`src/rtl/decoder_seq_if.sv`:
```
// decoder_seq_if: bus bundle for decoder_seq.
//   master : drives e, a, mode, start, len; observes y, busy, done
//   slave  : the decoder side (inputs e/a/mode/start/len, outputs y/busy/done)
// N and CNT_W must match the parameters of the decoder_seq instance.
interface decoder_seq_if #(
  parameter int N     = 2,
  parameter int CNT_W = 4
);
  logic               e;
  logic [N-1:0]       a;
  logic [1:0]         mode;
  logic               start;
  logic [CNT_W-1:0]   len;
  logic [(1<<N)-1:0]  y;
  logic               busy;
  logic               done;

  modport master (
    output e, a, mode, start, len,
    input  y, busy, done
  );

  modport slave (
    input  e, a, mode, start, len,
    output y, busy, done
  );
endinterface

```
`src/rtl/decoder_seq.sv`:
```
// decoder_seq: registered N-to-2^N one-hot decoder with timed PULSE and
// rotating SCAN operations.
// Ports:
//   clk  : single clock, all state changes on its rising edge
//   rst  : synchronous active-high reset
//   bus  : decoder_seq_if.slave
//            e     enable; low blanks y and aborts a running operation
//            a     select index
//            mode  00 DIRECT, 01 PULSE, 10 SCAN, 11 OFF
//            start launches PULSE/SCAN (sampled only in IDLE)
//            len   pulse length / dwell per scan position (0 behaves as 1)
//            y     registered one-hot (or zero) output
//            busy  high while PULSE or SCAN is active
//            done  one-cycle strobe on normal completion
module decoder_seq #(
  parameter int N     = 2,
  parameter int CNT_W = 4
) (
  input  logic          clk,
  input  logic          rst,
  decoder_seq_if.slave  bus
);

  localparam int W = 1 << N;
  localparam logic [N-1:0] LAST_POS = N'(W - 1);

  typedef enum logic [1:0] {
    IDLE  = 2'd0,
    PULSE = 2'd1,
    SCAN  = 2'd2
  } state_e;

  state_e            state_q, state_d;
  logic [W-1:0]      y_q, y_d;
  logic              done_q, done_d;
  logic [CNT_W-1:0]  len_q, len_d;   // captured effective length L
  logic [CNT_W-1:0]  cnt_q, cnt_d;   // cycles the current position has been shown
  logic [N-1:0]      pos_q, pos_d;   // scan positions already completed

  logic [W-1:0]      dec_a;
  logic [CNT_W-1:0]  len_eff;
  logic              dwell_end;
  logic              launch;

  // One-hot decode of the live select index.
  generate
    for (genvar gi = 0; gi < W; gi++) begin : g_dec
      assign dec_a[gi] = (bus.a == N'(gi));
    end
  endgenerate

  assign len_eff   = (bus.len == '0) ? CNT_W'(1) : bus.len;
  // cnt counts from 1 up to L, so L = 2^CNT_W-1 fits without wrapping.
  assign dwell_end = (cnt_q == len_q);
  assign launch    = bus.start && bus.e && (bus.mode == 2'b01 || bus.mode == 2'b10);

  always_comb begin
    state_d = state_q;
    y_d     = y_q;
    done_d  = 1'b0;
    len_d   = len_q;
    cnt_d   = cnt_q;
    pos_d   = pos_q;

    case (state_q)
      IDLE: begin
        cnt_d = '0;
        pos_d = '0;
        if (bus.mode == 2'b00) begin
          y_d = bus.e ? dec_a : '0;
        end else begin
          y_d = '0;
        end
        if (launch) begin
          // The operation's position lives in y_q from here on, so the
          // select index needs no separate capture register.
          state_d = (bus.mode == 2'b01) ? PULSE : SCAN;
          y_d     = dec_a;
          len_d   = len_eff;
          cnt_d   = CNT_W'(1);
        end
      end

      PULSE: begin
        if (!bus.e) begin
          state_d = IDLE;
          y_d     = '0;
        end else if (dwell_end) begin
          state_d = IDLE;
          y_d     = '0;
          done_d  = 1'b1;
        end else begin
          cnt_d = cnt_q + CNT_W'(1);
        end
      end

      SCAN: begin
        if (!bus.e) begin
          state_d = IDLE;
          y_d     = '0;
        end else if (dwell_end) begin
          if (pos_q == LAST_POS) begin
            state_d = IDLE;
            y_d     = '0;
            done_d  = 1'b1;
          end else begin
            // Rotate left; the top bit wraps back to bit 0.
            y_d   = {y_q[W-2:0], y_q[W-1]};
            cnt_d = CNT_W'(1);
            pos_d = pos_q + N'(1);
          end
        end else begin
          cnt_d = cnt_q + CNT_W'(1);
        end
      end

      default: begin
        state_d = IDLE;
        y_d     = '0;
      end
    endcase
  end

  always_ff @(posedge clk) begin
    if (rst) begin
      state_q <= IDLE;
      y_q     <= '0;
      done_q  <= 1'b0;
      len_q   <= '0;
      cnt_q   <= '0;
      pos_q   <= '0;
    end else begin
      state_q <= state_d;
      y_q     <= y_d;
      done_q  <= done_d;
      len_q   <= len_d;
      cnt_q   <= cnt_d;
      pos_q   <= pos_d;
    end
  end

  assign bus.y    = y_q;
  assign bus.busy = (state_q != IDLE);
  assign bus.done = done_q;

endmodule

```
`src/flat_wrapper.sv`:
```
// flat-port wrapper written by rule: the top's interface ports become plain ports
module decoder_seq_flat 
#(
  parameter int N     = 2,
  parameter int CNT_W = 4
)
  (clk, rst, bus_e, bus_a, bus_mode, bus_start, bus_len, bus_y, bus_busy, bus_done);
  decoder_seq_if #(.N(N), .CNT_W(CNT_W)) bus_i ();
  input  logic clk;
  input  logic rst;
  input wire logic [$bits(bus_i.e)-1:0] bus_e;
  input wire logic [$bits(bus_i.a)-1:0] bus_a;
  input wire logic [$bits(bus_i.mode)-1:0] bus_mode;
  input wire logic [$bits(bus_i.start)-1:0] bus_start;
  input wire logic [$bits(bus_i.len)-1:0] bus_len;
  output wire logic [$bits(bus_i.y)-1:0] bus_y;
  output wire logic [$bits(bus_i.busy)-1:0] bus_busy;
  output wire logic [$bits(bus_i.done)-1:0] bus_done;
  assign bus_i.e = bus_e;
  assign bus_i.a = bus_a;
  assign bus_i.mode = bus_mode;
  assign bus_i.start = bus_start;
  assign bus_i.len = bus_len;
  assign bus_y = bus_i.y;
  assign bus_busy = bus_i.busy;
  assign bus_done = bus_i.done;
  decoder_seq #(.N(N), .CNT_W(CNT_W)) u_core (.clk(clk), .rst(rst), .bus(bus_i));
endmodule
```
`config.mk`:
```
export PLATFORM = sky130hd
export DESIGN_NAME = decoder_seq_flat
export DESIGN_NICKNAME = d
export VERILOG_FILES = /design/src/rtl/decoder_seq_if.sv /design/src/rtl/decoder_seq.sv /design/src/flat_wrapper.sv
export SDC_FILE = /design/constraint.sdc
export NUM_CORES = 1
export LEC_CHECK = 0
export CAP_MARGIN = 15
export CORE_MARGIN = 3
export CORE_UTILIZATION = 52
export DETAILED_ROUTE_END_ITERATION = 7
export GPL_TIMING_DRIVEN = 0
export PLACE_DENSITY = 0.82
export SLEW_MARGIN = 20
export SYNTH_ARGS = -nofsm -noshare
export SYNTH_HDL_FRONTEND = slang
export SYNTH_SLANG_ARGS = --single-unit
export TNS_END_PERCENT = 50
```
`constraint.sdc`:
```
create_clock -name clk -period 2.1 [get_ports clk]
set_input_delay 0.42 -clock clk [delete_from_list [all_inputs] [get_ports clk]]
set_output_delay 0.42 -clock clk [all_outputs]
set_load 0.05 [all_outputs]
```
==> flow_metrics.py, run 1 <==
metrics = {
    "status": {
        "run_status": "completed",
    },
    "critical_path": {
        "critPathMaxFanout": 3,
        "worstPathArrival_ns": 1.50,
        "crit_chain": "clkdlybuf4s50_1",
        "worst-setup-path-type": "flop to primary output",
        "cp_top_family": "buffers and inverters",
        "required_ns": 1.68,
        "crit_path_start_kind": "flop",
        "critPathMaxStageDelay_ns": 0.82,
        "cp_num_buf_inv": 1,
        "endpoint_kind": "primary output",
        "slowest_stage": "clkdlybuf4s50_1",
    },
    "power": {
        "ir_worst_vdd_uv": 348,
        "p_per_area_nw_per_um2": 540,
        "p_leak_nw": 0.474,
    },
    "floorplan": {
        "die_x_um": 51.5,
        "fp.dieH_um": 51.5,
        "num_rows": 15,
        "core_um2": 1840,
        "design.die.area_um2": 2650,
        "start_util": 0.586,
        "ios": 18,
    },
    "synth": {
        "synth_compound_area_frac": 0.235,
        "synthMuxAreaShare": 0.0279,
        "synthArstFlopShare": 0,
        "synth_ff_type": "dfxtp_1",
        "synth_top_family_by_area": "compound AO/OA/AOI/OAI gates",
        "synth_simple_gate_area_frac": 0.199,
        "synth.yosys.seq_area_share": 0.316,
        "synth_edf_count": 0,
        "synthCells": 120,
        "syn_nets": 140,
        "synth_area_per_cell_um2": 8.98,
        "yosys_warnings": 0,
        "syn_area_um2": 1080,
        "synth-xor-area-share": 0.0604,
        "yosys_register_bits": 17,
        "synthDistinctLibCells": 38,
        "synth_adder_area_share": 0.0929,
    },
    "place": {
        "io_buffers": 15,
        "pre_cts_ws_ns": -0.113,
        "place_congestion": 0.829,
        "dp_cells": 160,
        "dp_hpwl_um": 1820,
    },
    "clock_network": {
        "clock-root-buffer": "clkbuf_4",
        "clkTransAtPathRegs_ns": 0.10,
        "cts_buffer_depth": 2,
        "cts_num_sinks": 17,
        "cts_tree": "yes",
        "clock_latency_ns": 0.31,
        "cts_buffers": 3,
        "htree_levels": 1,
        "ctsHoldBuffers": 0,
    },
    "flow_run": {
        "drv_cap": 0,
    },
    "timing": {
        "fmaxAchievable_mhz": 521,
        "setup_viol": 0,
        "min_period_ns": 1.92,
        "worstMarginPinSlew_ns": 0.495,
        "clock_skew_ns": 0.0108,
        "final.setup.tns_ns": 0,
        "relSlewSlack": 0.669,
        "rsz0062_at_grt": "false",
        "fin_crit_sh": 0.914,
        "worst_slack_ns": 0.181,
        "slew_violations": 0,
        "timing.final.hold_violations": 0,
    },
    "routing": {
        "vias": 971,
        "wl_per_cell_um": 13.9,
        "totalWireLength_um": 2280,
        "vias_per_cell": 5.92,
        "firstDrtPassIters": 4,
        "detail_route.drc_violations": 0,
        "drt_iter0_drc": 19,
        "ant_nets": 0,
    },
    "finish": {
        "drive_gt1_frac": 0.108,
        "diodes": 0,
        "area_growth_pct": 18.8,
        "layout.nets": 160,
        "fin_cells": 164,
    },
    "grt": {
        "grt_max_degree": 11,
        "grt-ovfl-total": 0,
        "grt_first_pass_wirelength_um": 3840,
        "grt_usage": 0.198,
        "grt_pass1_vias": 852,
        "antenna_found_initial": 0,
    },
    "min_path": {
        "hold_path.class": "input pin to flop",
    },
}
[cell usage in the layout (no fill, tap or decap), types with 4 or more instances in the layout]
cell,count
nor3_1,11
dfxtp_1,17
nand2_1,5
nor2_1,7
xnor2_2,4
inv_1,10
clkdlybuf4s50_1,14
a21oi_1,5
ha_1,8
[cells in the mapped netlist (all sizes together), types with 3 or more instances]
cell / number / share of area
a211oi: 3 / 0.021
a21oi: 6 / 0.031
buf: 3 / 0.028
dfxtp: 17 / 0.32
ha: 8 / 0.093
inv: 10 / 0.035
mux2i: 3 / 0.028
nand2: 5 / 0.017
nand2b: 3 / 0.017
nand3: 3 / 0.014
nor2: 7 / 0.024
nor3: 11 / 0.051
o32ai: 3 / 0.031
xnor2: 4 / 0.060
[stage by stage]
| stage | util | instance area (um2) | power [mW] | hold WS, ns |
|---|---|---|---|---|
| 2_1_floorplan | - | 1080 | 0.466 | 0.472 |
| 3_3_place_gp | 0.684 | 1260 | 0.514 | 0.483 |
| 3_5_place_dp | 0.684 | 1260 | 0.517 | 0.510 |
| 4_1_cts | 0.698 | 1280 | 0.695 | 0.361 |
| 5_1_grt | 0.696 | 1280 | 0.726 | 0.361 |
| 6_report | 0.696 | 1280 | 0.691 | 0.370 |
[path summary, 6_finish.rpt]
check                                  startpoint                 to  slack [ns]  cells after the start
worst min-delay path                          rst    u_core.bus.done        0.37                      2
worst max register to register  u_core.state_q[0]  u_core.state_q[1]        0.23                      6
worst min register to register    u_core.pos_q[1]    u_core.pos_q[1]        0.52                      2
worst max-delay path              u_core.bus.y[2]           bus_y[2]        0.18                      1
[where the power goes]
part | switching, mW | leakage (nW) | internal [mW]
clock | 0.108 | 0.0150 | 0.0743
sequential | 0.00982 | 0.138 | 0.332
combinational | 0.0939 | 0.321 | 0.0731
[registers in the layout, summed over array words and instances (netlist names)]
| register | cells |
|---|---|
| u_core.len_q | 4 |
| u_core.state_q | 2 |
| u_core.pos_q | 2 |
| u_core.bus.y | 4 |
| u_core.bus.done | 1 |
| u_core.cnt_q | 4 |
[metal layers]
metal,track usage,wire (um)
met1,0.261,1040
met2,0.290,1060
met3,0.0544,138
met4,0.109,41
met5,0,0
[cells by family (layout without fill, tap and decap cells)]
family / Yosys count / in the layout
and+or+nand+nor: 41 / 41
AOI/OAI and AO/OA: 32 / 32
DFF: 17 / 17
buffers and inverters: 15 / 34
adders and majority gates: 8 / 8
xor gates and xnor gates: 4 / 4
muxes: 3 / 3
[final cells by class]
class / instances / area [um2]
tap: 25 / 31.3
inverter: 10 / 37.5
fill: 174 / 559
timing repair buffer: 15 / 145
sequential: 17 / 340
buffer: 5 / 37.5
multi-input combinational: 88 / 662
clock buffer: 4 / 26.3
[what timing repair did]
item                       in CTS  in global routing
hold endpoints to repair        0                  0
setup endpoints to repair       1                  1
gates resized for setup         1                  2
buffers inserted                0                  0
No activity file was read; power rests on OpenSTA's default activity.
==> run 2, diff against run 1 <==
==> constraint.sdc (replaced) <==
create_clock -name clk -period 2.1 [get_ports clk]
set_input_delay 0.42 -clock clk [delete_from_list [all_inputs] [get_ports clk]]
set_output_delay 0.42 -clock clk [all_outputs]
set_load 0.005 [all_outputs]
==> flow_metrics.py, run 2 (synthesized netlist as in run 1, its figures left out) <==
metrics = {
    "status": {
        "run_status": "completed",
    },
    "floorplan": {
        "ios": 18,
        "fp.dieH_um": 51.5,
        "core_um2": 1840,
        "design.die.area_um2": 2650,
        "start_util": 0.586,
        "die_x_um": 51.5,
        "num_rows": 15,
    },
    "place": {
        "dp_hpwl_um": 1820,
        "pre_cts_ws_ns": -0.113,
        "io_buffers": 15,
        "place_congestion": 0.829,
        "place_area_um2": 1260,
    },
    "timing": {
        "fmaxAchievable_mhz": 502,
        "min_period_ns": 1.99,
        "worstMarginPinSlew_ns": 0.405,
        "clock_skew_ns": 0.0102,
        "slew_violations": 0,
        "relSlewSlack": 0.730,
        "worst_slack_ns": 0.110,
        "rsz0062_at_grt": "false",
        "fin_crit_sh": 0.948,
        "timing.final.hold_violations": 0,
        "setup_viol": 0,
    },
    "clock_network": {
        "htree_levels": 1,
        "clock-root-buffer": "clkbuf_4",
        "post_cts_resize_count": 0,
        "clkTransAtPathRegs_ns": 0.10,
        "clock_latency_ns": 0.30,
        "cts_num_sinks": 17,
        "cts_tree": "yes",
        "ctsHoldBuffers": 0,
        "cts_buffers": 3,
        "cts_setup_buffers": 0,
        "cts_buffer_depth": 2,
    },
    "grt": {
        "antenna_found_initial": 0,
        "grt_pass1_vias": 852,
        "grt-ovfl-total": 0,
        "grt_max_degree": 11,
        "grt_first_pass_wirelength_um": 3840,
        "grt_usage": 0.198,
    },
    "critical_path": {
        "required_ns": 1.68,
        "endpoint_kind": "primary output",
        "crit_path_start_kind": "flop",
        "crit_chain": "inv_1 > ha_1 > inv_1 > clkdlybuf4s50_1",
        "critPathMaxFanout": 5,
        "worstPathArrival_ns": 1.57,
        "cp_num_buf_inv": 3,
        "worst-setup-path-type": "flop to primary output",
        "critPathMaxStageDelay_ns": 0.49,
        "slowest_stage": "clkdlybuf4s50_1",
        "crit_top_cell": "inv_1",
        "cp_top_family": "buffers and inverters",
    },
    "finish": {
        "drive_gt1_frac": 0.108,
        "final_common_cell": "dfxtp_1",
        "layout.nets": 160,
        "final_cell_area_um2": 1290,
        "fillerInstances": 173,
        "area_growth_pct": 19.4,
        "mostFrequentLayoutCells": "dfxtp_1 (16), clkdlybuf4s50_1 (15), nor3_1 (11)",
        "diodes": 0,
        "final_core_util": 0.699,
        "ff_latch_area_um2": 342,
        "multiInputGateArea_um2": 662,
    },
    "routing": {
        "ant_nets": 0,
        "detail_route.drc_violations": 0,
        "totalWireLength_um": 2280,
        "firstDrtPassIters": 4,
        "drt_iter0_drc": 19,
        "vias_per_cell": 5.85,
        "vias": 960,
        "wl_per_cell_um": 13.9,
    },
    "power": {
        "p_per_area_nw_per_um2": 526,
        "p_clk_frac": 0.267,
        "p_comb_frac": 0.228,
        "p_leak_nw": 0.473,
        "ir_worst_vdd_uv": 346,
        "p_int_mw": 0.481,
        "switching_share": 0.289,
        "p_seq_frac": 0.506,
        "p_sw_mw": 0.196,
    },
    "flow_run": {
        "drv_cap": 0,
    },
    "min_path": {
        "hold_path.class": "input pin to flop",
    },
}
==> run 2: cell count changes in the layout (fill, tap and decap cells not counted) <==
cell / delta
clkbuf_2: -1
clkdlybuf4s50_1: +1
dfxtp_1: -1
dfxtp_2: +1
==> run 2: power groups by stage <==
| stage | Clock, mW | Sequential [mW] | Combinational, mW |
|---|---|---|---|
| after floorplan | 0 | 0.348 | 0.104 |
| after global placement | 0 | 0.349 | 0.150 |
| after detailed placement | 0 | 0.349 | 0.153 |
| after CTS | 0.187 | 0.342 | 0.154 |
| after global routing | 0.199 | 0.344 | 0.170 |
| final | 0.181 | 0.342 | 0.154 |
==> run 2: path summary, 6_finish.rpt <==
kind                startpoint                end  slack (ns)  depth (start not counted)
max          u_core.state_q[0]           bus_busy        0.11                          4
min                        rst    u_core.bus.done        0.37                          2
max reg2reg  u_core.state_q[0]  u_core.state_q[1]        0.23                          6
min reg2reg    u_core.pos_q[1]    u_core.pos_q[1]        0.52                          2
==> run 2: cell type report <==
class	count	area share
inverters	10	0.0292
flip-flops and latches	17	0.266
repair buffers	15	0.117
multi-input cells	88	0.515
well taps	25	0.0243
plain buffers	5	0.0292
clock buffers	4	0.0204
==> run 2: routing by layer <==
metal / wire length, um / part of all wire / global-route usage / vias up
met3: 136 / 0.060 / 0.0544 / 5
met1: 1080 / 0.47 / 0.261 / 436
li1: - / - / - / 489
met4: 41 / 0.018 / 0.109 / 0
met2: 1030 / 0.45 / 0.290 / 30
met5: 0 / 0 / 0 / -
==> run 2: per-stage QoR <==
step                      TNS, ns  instances  hold WS [ns]  total power, mW
after floorplan                 0        120         0.472            0.451
final                           0        164         0.373            0.677
after global placement     -0.138        160         0.483            0.499
after global routing            0        164         0.361            0.713
after detailed placement   -0.210        160         0.510            0.502
after CTS                       0        164         0.361            0.682
==> run 2: worst reg2reg max path: cells and delay by family, from the launching register on <==
kind / cells / cell delay (ns)
flops: 1 / 0.37
simple gates: 1 / 0.42
fa+ha+maj: 1 / 0.27
compound gates: 3 / 0.65
buf+inv: 1 / 0.08
==> run 3, diff against run 2 <==
Settings changed: GPL_ROUTABILITY_DRIVEN set to 0.
==> results of run 3 <==
Same layout as run 2: the final DEF is identical, and so are final timing and power.
